==> src/rtl/rv32i_control_if.sv <==
// Memory-side signals of the RV32I multicycle controller.
// A request (mem_read or mem_write) is held steady until the cycle mem_resp pulses high; the controller then moves on.
interface rv32i_control_if;
    logic       mem_read;
    logic       mem_write;
    logic [3:0] mem_byte_enable;
    logic [1:0] mem_addr_lo;
    logic       mem_resp;

    modport master (
        output mem_read, mem_write, mem_byte_enable,
        input  mem_addr_lo, mem_resp
    );

    modport slave (
        input  mem_read, mem_write, mem_byte_enable,
        output mem_addr_lo, mem_resp
    );
endinterface

==> src/rtl/rv32i_control.sv <==
// Multicycle RV32I control FSM: fetch, decode and per-class execute states.
// Drives the datapath enables, mux selects, ALU/compare operations and memory requests.
module rv32i_control (
    input  logic       clk,
    input  logic       rst,
    input  logic [6:0] opcode,
    input  logic [2:0] funct3,
    input  logic [6:0] funct7,
    input  logic       br_en,
    rv32i_control_if.master mem,
    output logic       load_pc,
    output logic       load_ir,
    output logic       load_regfile,
    output logic       load_mar,
    output logic       load_mdr,
    output logic       load_data_out,
    output logic       pcmux_sel,
    output logic       alumux1_sel,
    output logic [2:0] alumux2_sel,
    output logic [3:0] regfilemux_sel,
    output logic       marmux_sel,
    output logic       cmpmux_sel,
    output logic [2:0] aluop,
    output logic [2:0] cmpop,
    output logic [3:0] state_dbg
);
    localparam logic [6:0] OP_LUI = 7'b0110111, OP_AUIPC = 7'b0010111, OP_JAL = 7'b1101111,
                           OP_JALR = 7'b1100111, OP_BR = 7'b1100011, OP_LOAD = 7'b0000011,
                           OP_STORE = 7'b0100011, OP_IMM = 7'b0010011, OP_REG = 7'b0110011;

    localparam logic       PC_PLUS4 = 1'b0, PC_ALU = 1'b1;
    localparam logic       A1_RS1 = 1'b0, A1_PC = 1'b1;
    localparam logic [2:0] A2_I = 3'd0, A2_U = 3'd1, A2_B = 3'd2, A2_S = 3'd3, A2_J = 3'd4, A2_RS2 = 3'd5;
    localparam logic [3:0] RF_ALU = 4'd0, RF_BR = 4'd1, RF_U = 4'd2, RF_LW = 4'd3, RF_PC4 = 4'd4,
                           RF_LB = 4'd5, RF_LBU = 4'd6, RF_LH = 4'd7, RF_LHU = 4'd8;
    localparam logic       MAR_PC = 1'b0, MAR_ALU = 1'b1;
    localparam logic       CMP_RS2 = 1'b0, CMP_I = 1'b1;
    // ALU encoding lines up with funct3 for add/sll/xor/srl/or/and, so funct3 can pass through.
    localparam logic [2:0] ALU_ADD = 3'd0, ALU_SRA = 3'd2, ALU_SUB = 3'd3;
    localparam logic [2:0] F3_ADD = 3'b000, F3_SLT = 3'b010, F3_SLTU = 3'b011, F3_SR = 3'b101;
    localparam logic [2:0] CMP_BLT = 3'b100, CMP_BLTU = 3'b110;

    typedef enum logic [3:0] {
        FETCH1, FETCH2, FETCH3, DECODE, IMM, REG, LUI, AUIPC,
        BR, JAL, JALR, CALC_ADDR, LD1, LD2, ST1, ST2
    } state_t;

    state_t state, next_state;
    logic   unused_funct7;

    assign unused_funct7 = ^{funct7[6], funct7[4:0]};
    assign state_dbg     = state;

    always_ff @(posedge clk or negedge rst) begin
        if (!rst) state <= FETCH1;
        else      state <= next_state;
    end

    always_comb begin
        next_state          = state;
        load_pc             = 1'b0;
        load_ir             = 1'b0;
        load_regfile        = 1'b0;
        load_mar            = 1'b0;
        load_mdr            = 1'b0;
        load_data_out       = 1'b0;
        mem.mem_read        = 1'b0;
        mem.mem_write       = 1'b0;
        mem.mem_byte_enable = 4'b1111;
        pcmux_sel           = PC_PLUS4;
        alumux1_sel         = A1_RS1;
        alumux2_sel         = A2_I;
        regfilemux_sel      = RF_ALU;
        marmux_sel          = MAR_PC;
        cmpmux_sel          = CMP_RS2;
        aluop               = ALU_ADD;
        cmpop               = funct3;
        // Held in reset the state already reads FETCH1; keep every output at its default meanwhile.
        if (rst) begin
            case (state)
                FETCH1: begin
                    load_mar   = 1'b1;
                    next_state = FETCH2;
                end
                FETCH2: begin
                    mem.mem_read = 1'b1;
                    load_mdr     = 1'b1;
                    if (mem.mem_resp) next_state = FETCH3;
                end
                FETCH3: begin
                    load_ir    = 1'b1;
                    next_state = DECODE;
                end
                DECODE: begin
                    case (opcode)
                        OP_IMM:             next_state = IMM;
                        OP_REG:             next_state = REG;
                        OP_LUI:             next_state = LUI;
                        OP_AUIPC:           next_state = AUIPC;
                        OP_BR:              next_state = BR;
                        OP_JAL:             next_state = JAL;
                        OP_JALR:            next_state = JALR;
                        OP_LOAD, OP_STORE:  next_state = CALC_ADDR;
                        default:            next_state = FETCH1;
                    endcase
                end
                IMM, REG: begin
                    load_regfile = 1'b1;
                    load_pc      = 1'b1;
                    if (state == REG) alumux2_sel = A2_RS2;
                    if (funct3 == F3_SLT || funct3 == F3_SLTU) begin
                        cmpmux_sel     = (state == REG) ? CMP_RS2 : CMP_I;
                        cmpop          = (funct3 == F3_SLT) ? CMP_BLT : CMP_BLTU;
                        regfilemux_sel = RF_BR;
                    end else if (funct3 == F3_SR && funct7[5]) begin
                        aluop = ALU_SRA;
                    end else if (state == REG && funct3 == F3_ADD && funct7[5]) begin
                        aluop = ALU_SUB;
                    end else begin
                        aluop = funct3;
                    end
                    next_state = FETCH1;
                end
                LUI: begin
                    regfilemux_sel = RF_U;
                    load_regfile   = 1'b1;
                    load_pc        = 1'b1;
                    next_state     = FETCH1;
                end
                AUIPC: begin
                    alumux1_sel  = A1_PC;
                    alumux2_sel  = A2_U;
                    load_regfile = 1'b1;
                    load_pc      = 1'b1;
                    next_state   = FETCH1;
                end
                BR: begin
                    alumux1_sel = A1_PC;
                    alumux2_sel = A2_B;
                    load_pc     = 1'b1;
                    pcmux_sel   = br_en ? PC_ALU : PC_PLUS4;
                    next_state  = FETCH1;
                end
                JAL, JALR: begin
                    regfilemux_sel = RF_PC4;
                    load_regfile   = 1'b1;
                    alumux1_sel    = (state == JAL) ? A1_PC : A1_RS1;
                    alumux2_sel    = (state == JAL) ? A2_J : A2_I;
                    pcmux_sel      = PC_ALU;
                    load_pc        = 1'b1;
                    next_state     = FETCH1;
                end
                CALC_ADDR: begin
                    marmux_sel = MAR_ALU;
                    load_mar   = 1'b1;
                    if (opcode == OP_STORE) begin
                        alumux2_sel   = A2_S;
                        load_data_out = 1'b1;
                        next_state    = ST1;
                    end else begin
                        next_state = LD1;
                    end
                end
                LD1: begin
                    mem.mem_read = 1'b1;
                    load_mdr     = 1'b1;
                    if (mem.mem_resp) next_state = LD2;
                end
                LD2: begin
                    load_regfile = 1'b1;
                    load_pc      = 1'b1;
                    case (funct3)
                        3'b000:  regfilemux_sel = RF_LB;
                        3'b001:  regfilemux_sel = RF_LH;
                        3'b100:  regfilemux_sel = RF_LBU;
                        3'b101:  regfilemux_sel = RF_LHU;
                        default: regfilemux_sel = RF_LW;
                    endcase
                    next_state = FETCH1;
                end
                ST1: begin
                    mem.mem_write = 1'b1;
                    case (funct3)
                        3'b000:  mem.mem_byte_enable = 4'b0001 << mem.mem_addr_lo;
                        3'b001:  mem.mem_byte_enable = 4'b0011 << mem.mem_addr_lo;
                        default: mem.mem_byte_enable = 4'b1111;
                    endcase
                    if (mem.mem_resp) next_state = ST2;
                end
                ST2: begin
                    load_pc    = 1'b1;
                    next_state = FETCH1;
                end
                default: next_state = FETCH1;
            endcase
        end
    end
endmodule

==> src/flat_wrapper.sv <==
// flat-port wrapper written by rule: the top's interface ports become plain ports
module rv32i_control_flat 
  (clk, rst, opcode, funct3, funct7, br_en, load_pc, load_ir, load_regfile, load_mar, load_mdr, load_data_out, pcmux_sel, alumux1_sel, alumux2_sel, regfilemux_sel, marmux_sel, cmpmux_sel, aluop, cmpop, state_dbg, mem_mem_read, mem_mem_write, mem_mem_byte_enable, mem_mem_addr_lo, mem_mem_resp);
  rv32i_control_if mem_i ();
  input  logic clk;
  input  logic rst;
  input  logic [6:0] opcode;
  input  logic [2:0] funct3;
  input  logic [6:0] funct7;
  input  logic br_en;
  output logic load_pc;
  output logic load_ir;
  output logic load_regfile;
  output logic load_mar;
  output logic load_mdr;
  output logic load_data_out;
  output logic pcmux_sel;
  output logic alumux1_sel;
  output logic [2:0] alumux2_sel;
  output logic [3:0] regfilemux_sel;
  output logic marmux_sel;
  output logic cmpmux_sel;
  output logic [2:0] aluop;
  output logic [2:0] cmpop;
  output logic [3:0] state_dbg;
  output wire logic [$bits(mem_i.mem_read)-1:0] mem_mem_read;
  output wire logic [$bits(mem_i.mem_write)-1:0] mem_mem_write;
  output wire logic [$bits(mem_i.mem_byte_enable)-1:0] mem_mem_byte_enable;
  input wire logic [$bits(mem_i.mem_addr_lo)-1:0] mem_mem_addr_lo;
  input wire logic [$bits(mem_i.mem_resp)-1:0] mem_mem_resp;
  assign mem_mem_read = mem_i.mem_read;
  assign mem_mem_write = mem_i.mem_write;
  assign mem_mem_byte_enable = mem_i.mem_byte_enable;
  assign mem_i.mem_addr_lo = mem_mem_addr_lo;
  assign mem_i.mem_resp = mem_mem_resp;
  rv32i_control u_core (.clk(clk), .rst(rst), .opcode(opcode), .funct3(funct3), .funct7(funct7), .br_en(br_en), .mem(mem_i), .load_pc(load_pc), .load_ir(load_ir), .load_regfile(load_regfile), .load_mar(load_mar), .load_mdr(load_mdr), .load_data_out(load_data_out), .pcmux_sel(pcmux_sel), .alumux1_sel(alumux1_sel), .alumux2_sel(alumux2_sel), .regfilemux_sel(regfilemux_sel), .marmux_sel(marmux_sel), .cmpmux_sel(cmpmux_sel), .aluop(aluop), .cmpop(cmpop), .state_dbg(state_dbg));
endmodule
==> config.mk <==
export PLATFORM = sky130hd
export DESIGN_NAME = rv32i_control_flat
export DESIGN_NICKNAME = d
export VERILOG_FILES = /design/src/rtl/rv32i_control_if.sv /design/src/rtl/rv32i_control.sv /design/src/flat_wrapper.sv
export SDC_FILE = /design/constraint.sdc
export NUM_CORES = 1
export LEC_CHECK = 0
export ABC_AREA = 1
export CAP_MARGIN = 10
export CORE_MARGIN = 2
export CORE_UTILIZATION = 33
export DETAILED_ROUTE_END_ITERATION = 10
export PLACE_DENSITY = 0.81
export SLEW_MARGIN = 40
export SYNTH_ARGS = -nofsm -noshare
export SYNTH_HDL_FRONTEND = slang
export SYNTH_SLANG_ARGS = --single-unit
export TNS_END_PERCENT = 1
==> constraint.sdc <==
create_clock -name clk -period 1.4 [get_ports clk]
set_clock_uncertainty 0.15 [all_clocks]
set_input_delay 0.21 -clock clk [delete_from_list [all_inputs] [get_ports clk]]
set_output_delay 0.21 -clock clk [all_outputs]
set_load 0.02 [all_outputs]
Word level (Yosys, flattened, before mapping):

Index checks and enable logic that the tools add are counted.

* eq/ne operators: 32
* shifts and indexed selects: 2
* mux-type cells: 54
* reduce and logical (&&, ||, !) cells: 15

Operator list (number)
* case mux 4 bit (8 select lines): 2
* 2-to-1 mux 3 bit: 11
* equality test 4 bit, second input constant: 8
* case mux 4 bit (4 select lines): 2
* 2-to-1 mux 1 bit: 26
* 2-to-1 mux 4 bit: 6
* equality test 7 x 6 -> 1 bit, second input constant: 3
* equality test 7 bit, second input constant: 3
* equality test 4 x 3 -> 1 bit, second input constant: 4
* case mux 3 bit (5 select lines): 1
* equality test 7 x 5 -> 1 bit, second input constant: 2
* OR reduction 2 bit: 6
* OR reduction 9 bit: 1
* equality test 4 x 2 -> 1 bit, second input constant: 2
* case mux 4 bit (2 select lines): 1
* equality test 7 x 2 -> 1 bit, second input constant: 1
* OR reduction 7 bit: 1
* equality test 3 x 2 -> 1 bit, second input constant: 2
* equality test 3 bit, second input constant: 2
* 2-to-1 mux 2 bit: 3
* != test 2 bit, second input constant: 3
* equality test 4 x 1 -> 1 bit, second input constant: 1
* zero test 4 bit: 1
* case mux 1 bit (2 select lines): 2
* other kinds (7): 9

* bits in registers: 4
* bits of input ports: 23
* output and inout bits: 33
* word-level logic and storage cells: 104

Longest topological paths before layout:

* word-level depth: 8
* mapped depth: 10
* mapped depth without buffers: 10

Worst setup path after synthesis:

Ideal clock, no wire load.

* path kind: register to output
* start: reg u_core.state[2], in the netlist u_core.state_dbg[2]
* end: out aluop[0]
* data arrival time: 1491 ps
* data required time: 1040 ps
* path slack: -451 ps
* cell stages (with the launch flop): 7
* buffers on the path: 0
* cells stage by stage: dfrtp_1 inv_2 nor2_8 nand2_4 nor2_4 nand2_1 nor3_1

* longest elaborated chain between the ends: 8
* elaborated cells between the ends (all ways): 10
* those cells by class: eq/ne: 2; mux: 5; reduce/logical: 3

RTL lines
* from (decl): RTL line rv32i_control.sv:48 `state_t state, next_state;`
* from (signal assigned): RTL line rv32i_control.sv:56 `else state <= next_state;`
* equality test 4 x 3 -> 1 bit: RTL line rv32i_control.sv:80, rv32i_control.sv:117
* logical AND 1 bit (2 in series): RTL line rv32i_control.sv:117 `end else if (state == REG && funct3 == F3_ADD && funct7[5]) begin`
* 2-to-1 mux 3 bit: RTL line rv32i_control.sv:117
* 2-to-1 mux 3 bit: RTL line rv32i_control.sv:115 `end else if (funct3 == F3_SR && funct7[5]) begin`
* 2-to-1 mux 3 bit: RTL line rv32i_control.sv:111 `if (funct3 == F3_SLT || funct3 == F3_SLTU) begin`
* 2-to-1 mux 3 bit *: RTL line rv32i_control.sv:80 `case (state)`
* 2-to-1 mux 3 bit *: RTL line rv32i_control.sv:79 `if (rst) begin`
* to (decl): RTL line flat_wrapper.sv:23 `output logic [2:0] aluop;`

Mark *: on every way between the ends. The rest lies on a longest branch, timed or not.

Worst setup path after layout:

* start: reg u_core.state[0], in the netlist u_core.state_dbg[0]
* end: out regfilemux_sel[0]

* longest elaborated chain between the ends: 4
* elaborated cells between the ends (all ways): 10
* those cells by class: eq/ne: 6; mux: 2; reduce/logical: 2

RTL lines
* equality test 4 bit or equality test 4 x 3 -> 1 bit (tied branches): RTL line rv32i_control.sv:80
* OR reduction 2 bit (on tied branches)
* case mux 4 bit (4 select lines) *: RTL line rv32i_control.sv:80
* 2-to-1 mux 4 bit *: RTL line rv32i_control.sv:79
* to (decl): RTL line flat_wrapper.sv:20 `output logic [3:0] regfilemux_sel;`

Marked as above.

==> results.yml <==
status:
  status: "finished with violations"
  violations: "negative setup slack"
worst_setup_path:
  cp-endpoint: "regfilemux_sel[0]"
  required_ps: 1040
  worstPathArrival_ps: 1640
  critPathLaunchType: "register"
  r2r_start: "u_core.state_dbg[0]"
  crit-reg2reg-capture: "u_core.state_dbg[3]"
  r2r.worst_path.cells: 11
  end_kind: "primary output"
  worstSetupPathType: "register to primary output"
  reg2reg_setup_slack_ps: -230
  cp-startpoint: "u_core.state_dbg[0]"
  cp_max_fo: 7
synth:
  synth_edf_count: 0
  synth-seq-cells: 4
  avgSynthCellArea_sq_um: 5.27
  synthCells: 168
  syn-num-nets: 191
  synth_area_sq_um: 885
  ys_async_sr_fraction_pct: 100
  ys_types: 28
  yosysSeqAreaShare_pct: 11.3
  synthFlopType: "dfrtp_1"
  yosys_warnings: 0
detailed_routing:
  wl_um: 3610
  viasPerCell: 4.75
  drtAntennaViolNets: 0
  firstDrtPassIters: 5
  post_drt_wl_per_cell_um: 12.1
  vias: 1415
  dr.first_iter.drc_count: 36
  drc_errors: 0
cts:
  cts.sinks: 4
  clk_pin_slew_ps: 40
  cts_buffer_depth: 2
  cts-root-buf: "clkbuf_4"
  cts_max_level: 1
  cts-buffers-inserted: 3
  cts_tree: "done"
  clock_latency_ps: 230
power:
  switchingPower_mw: 0.751
  power_frac_clock_pct: 8.9
  seqPwrFrac_pct: 13.9
  intPower_mw: 0.847
  total_leakage_power_nw: 0.972
  p_comb_share_pct: 77.2
  power_density_nw_per_um2: 828
  finalPower_mw: 1.60
  ir_drop_mv: 0.754
  p_sw_share_pct: 47.0
timing:
  grt_setup_unrepaired: "true"
  max_freq_ghz: 0.501
  finalCritPeriodShare_pct: 143
  worstMarginPinSlew_ps: 266
  final_max_slew_viol_count: 0
  hold_viol: 0
  relSlewSlack_pct: 82.1
  setup_viol: 34
  setup_ws_ps: -598
  layout_min_cycle_time_ps: 2000
die:
  start_util_pct: 35.4
  rows: 18
  die_x_um: 55.8
  die_height_um: 55.8
  die-area_sq_um: 3110
  core_area_sq_um: 2500
  ios: 56
global_routing:
  groute.usage.overall_pct: 21.7
  grt_max_degree: 13
  grt_pass1_vias: 1291
  antenna_found_initial: 0
  overflow: 0
  grt_pass1_wl_um: 5620
cells_and_area:
  syn_to_final_growth_pct: 118
  diodes: 0
  layout_commonest_cell: "buf_4"
  final_cell_mix: "buf_4, nand2_1, inv_1"
  fin_cells: 298
  final_nets: 293
  drive_above_1_share_pct: 55.2
  largest_reg_flops: 4
  fillers: 188
  utilization_pct: 77.2
hold_path:
  hp-class: "input pin to register"
placed_design:
  portBuffers: 49
  post-dp-hpwl_um: 2620
  post-place-cells: 289
  gp_congestion: 0.875
  preCtsSetupSlack_ps: -972
job:
  max-cap-violations: 0
critical path, cell delays in order, from the launching register on:
cell,delay (ps)
dfrtp_2,480
nand2_2,120
nor2_2,180
inv_1,90
o22ai_1,180
inv_1,100
nor2_4,80
buf_2,160
logic make-up after synthesis:
kind of cell           synth area share (%)
AO/OA/AOI/OAI                          16.5
buffers and inverters                  17.4
flip-flops                             11.3
AND/OR/NAND/NOR                        54.7
per-layer routing:
layer / global-route usage [%] / vias up / part of all wire [%]
met1: 29.7 / 635 / 45
li1: - / 736 / -
met4: 4.53 / 0 / 0
met3: 1.63 / 0 / 3.6
met5: 0 / - / 0
met2: 37.2 / 44 / 51
synth_stat cells (2+ instances only):
library cell / instances / area share [%]
nand2_1: 42 / 18
dfrtp_1: 4 / 11
nor3_1: 7 / 4.0
nand2_2: 5 / 3.5
a21oi_1: 9 / 5.1
o211ai_1: 2 / 1.7
nand2_4: 2 / 2.5
nor2_2: 4 / 2.8
inv_2: 11 / 4.7
inv_1: 22 / 9.3
buf_4: 2 / 1.7
nand3_1: 5 / 2.8
nor2_1: 30 / 13
a21oi_2: 2 / 2.0
nand4_1: 4 / 2.8
o21ai_1: 5 / 2.8
metrics by stage:
| stage | area, sq um | hold WS, ps | TNS, ps |
|---|---|---|---|
| 3_3_place_gp | 1850 | 414 | -23910 |
| 4_1_cts | 1870 | 417 | -11940 |
| 3_5_place_dp | 1850 | 417 | -24390 |
| 5_1_grt | 1930 | 459 | -14900 |
| 2_1_floorplan | 1010 | -236 | -4460 |
| 6_report | 1930 | 442 | -12260 |
power by group through the flow:
| stage | registers, mW | logic (mW) | clock network [mW] |
|---|---|---|---|
| 2_1_floorplan | 0.218 | 0.552 | 0 |
| 3_3_place_gp | 0.220 | 1.08 | 0 |
| 3_5_place_dp | 0.218 | 1.09 | 0 |
| 4_1_cts | 0.211 | 1.18 | 0.148 |
| 5_1_grt | 0.224 | 1.33 | 0.155 |
| 6_report | 0.222 | 1.23 | 0.143 |
what timing repair did:
item / 4_1_cts / 5_1_grt
pin swaps: 8 / 7
gates resized for setup: 176 / 14
cloned: 0 / 0
hold buffers: 1 / 0
buffers inserted: 2 / 3
hold endpoints to repair: 4 / 0
endpoints found under the setup margin: 37 / 35
worst min path at each step:
stage,from,endpoint,slack [ps],cells after the start
floorplan,rst,u_core.state_dbg[0],-240,0
CTS,rst,u_core.state_dbg[1],420,5
finish,rst,u_core.state_dbg[1],440,5
detailed placement,rst,u_core.state_dbg[3],420,2
global placement,rst,u_core.state_dbg[3],410,2
global route,rst,u_core.state_dbg[1],460,5
final cells by class:
cell class	count	area, sq um	share of cell area [%]
repair buffers	101	825	42.7
well taps	30	37.5	1.95
flip-flops and latches	4	105	5.45
clock buffers	3	22.5	1.17
inverters	33	134	6.94
multi-input cells	127	806	41.8
(Power assumes the default switching activity.)
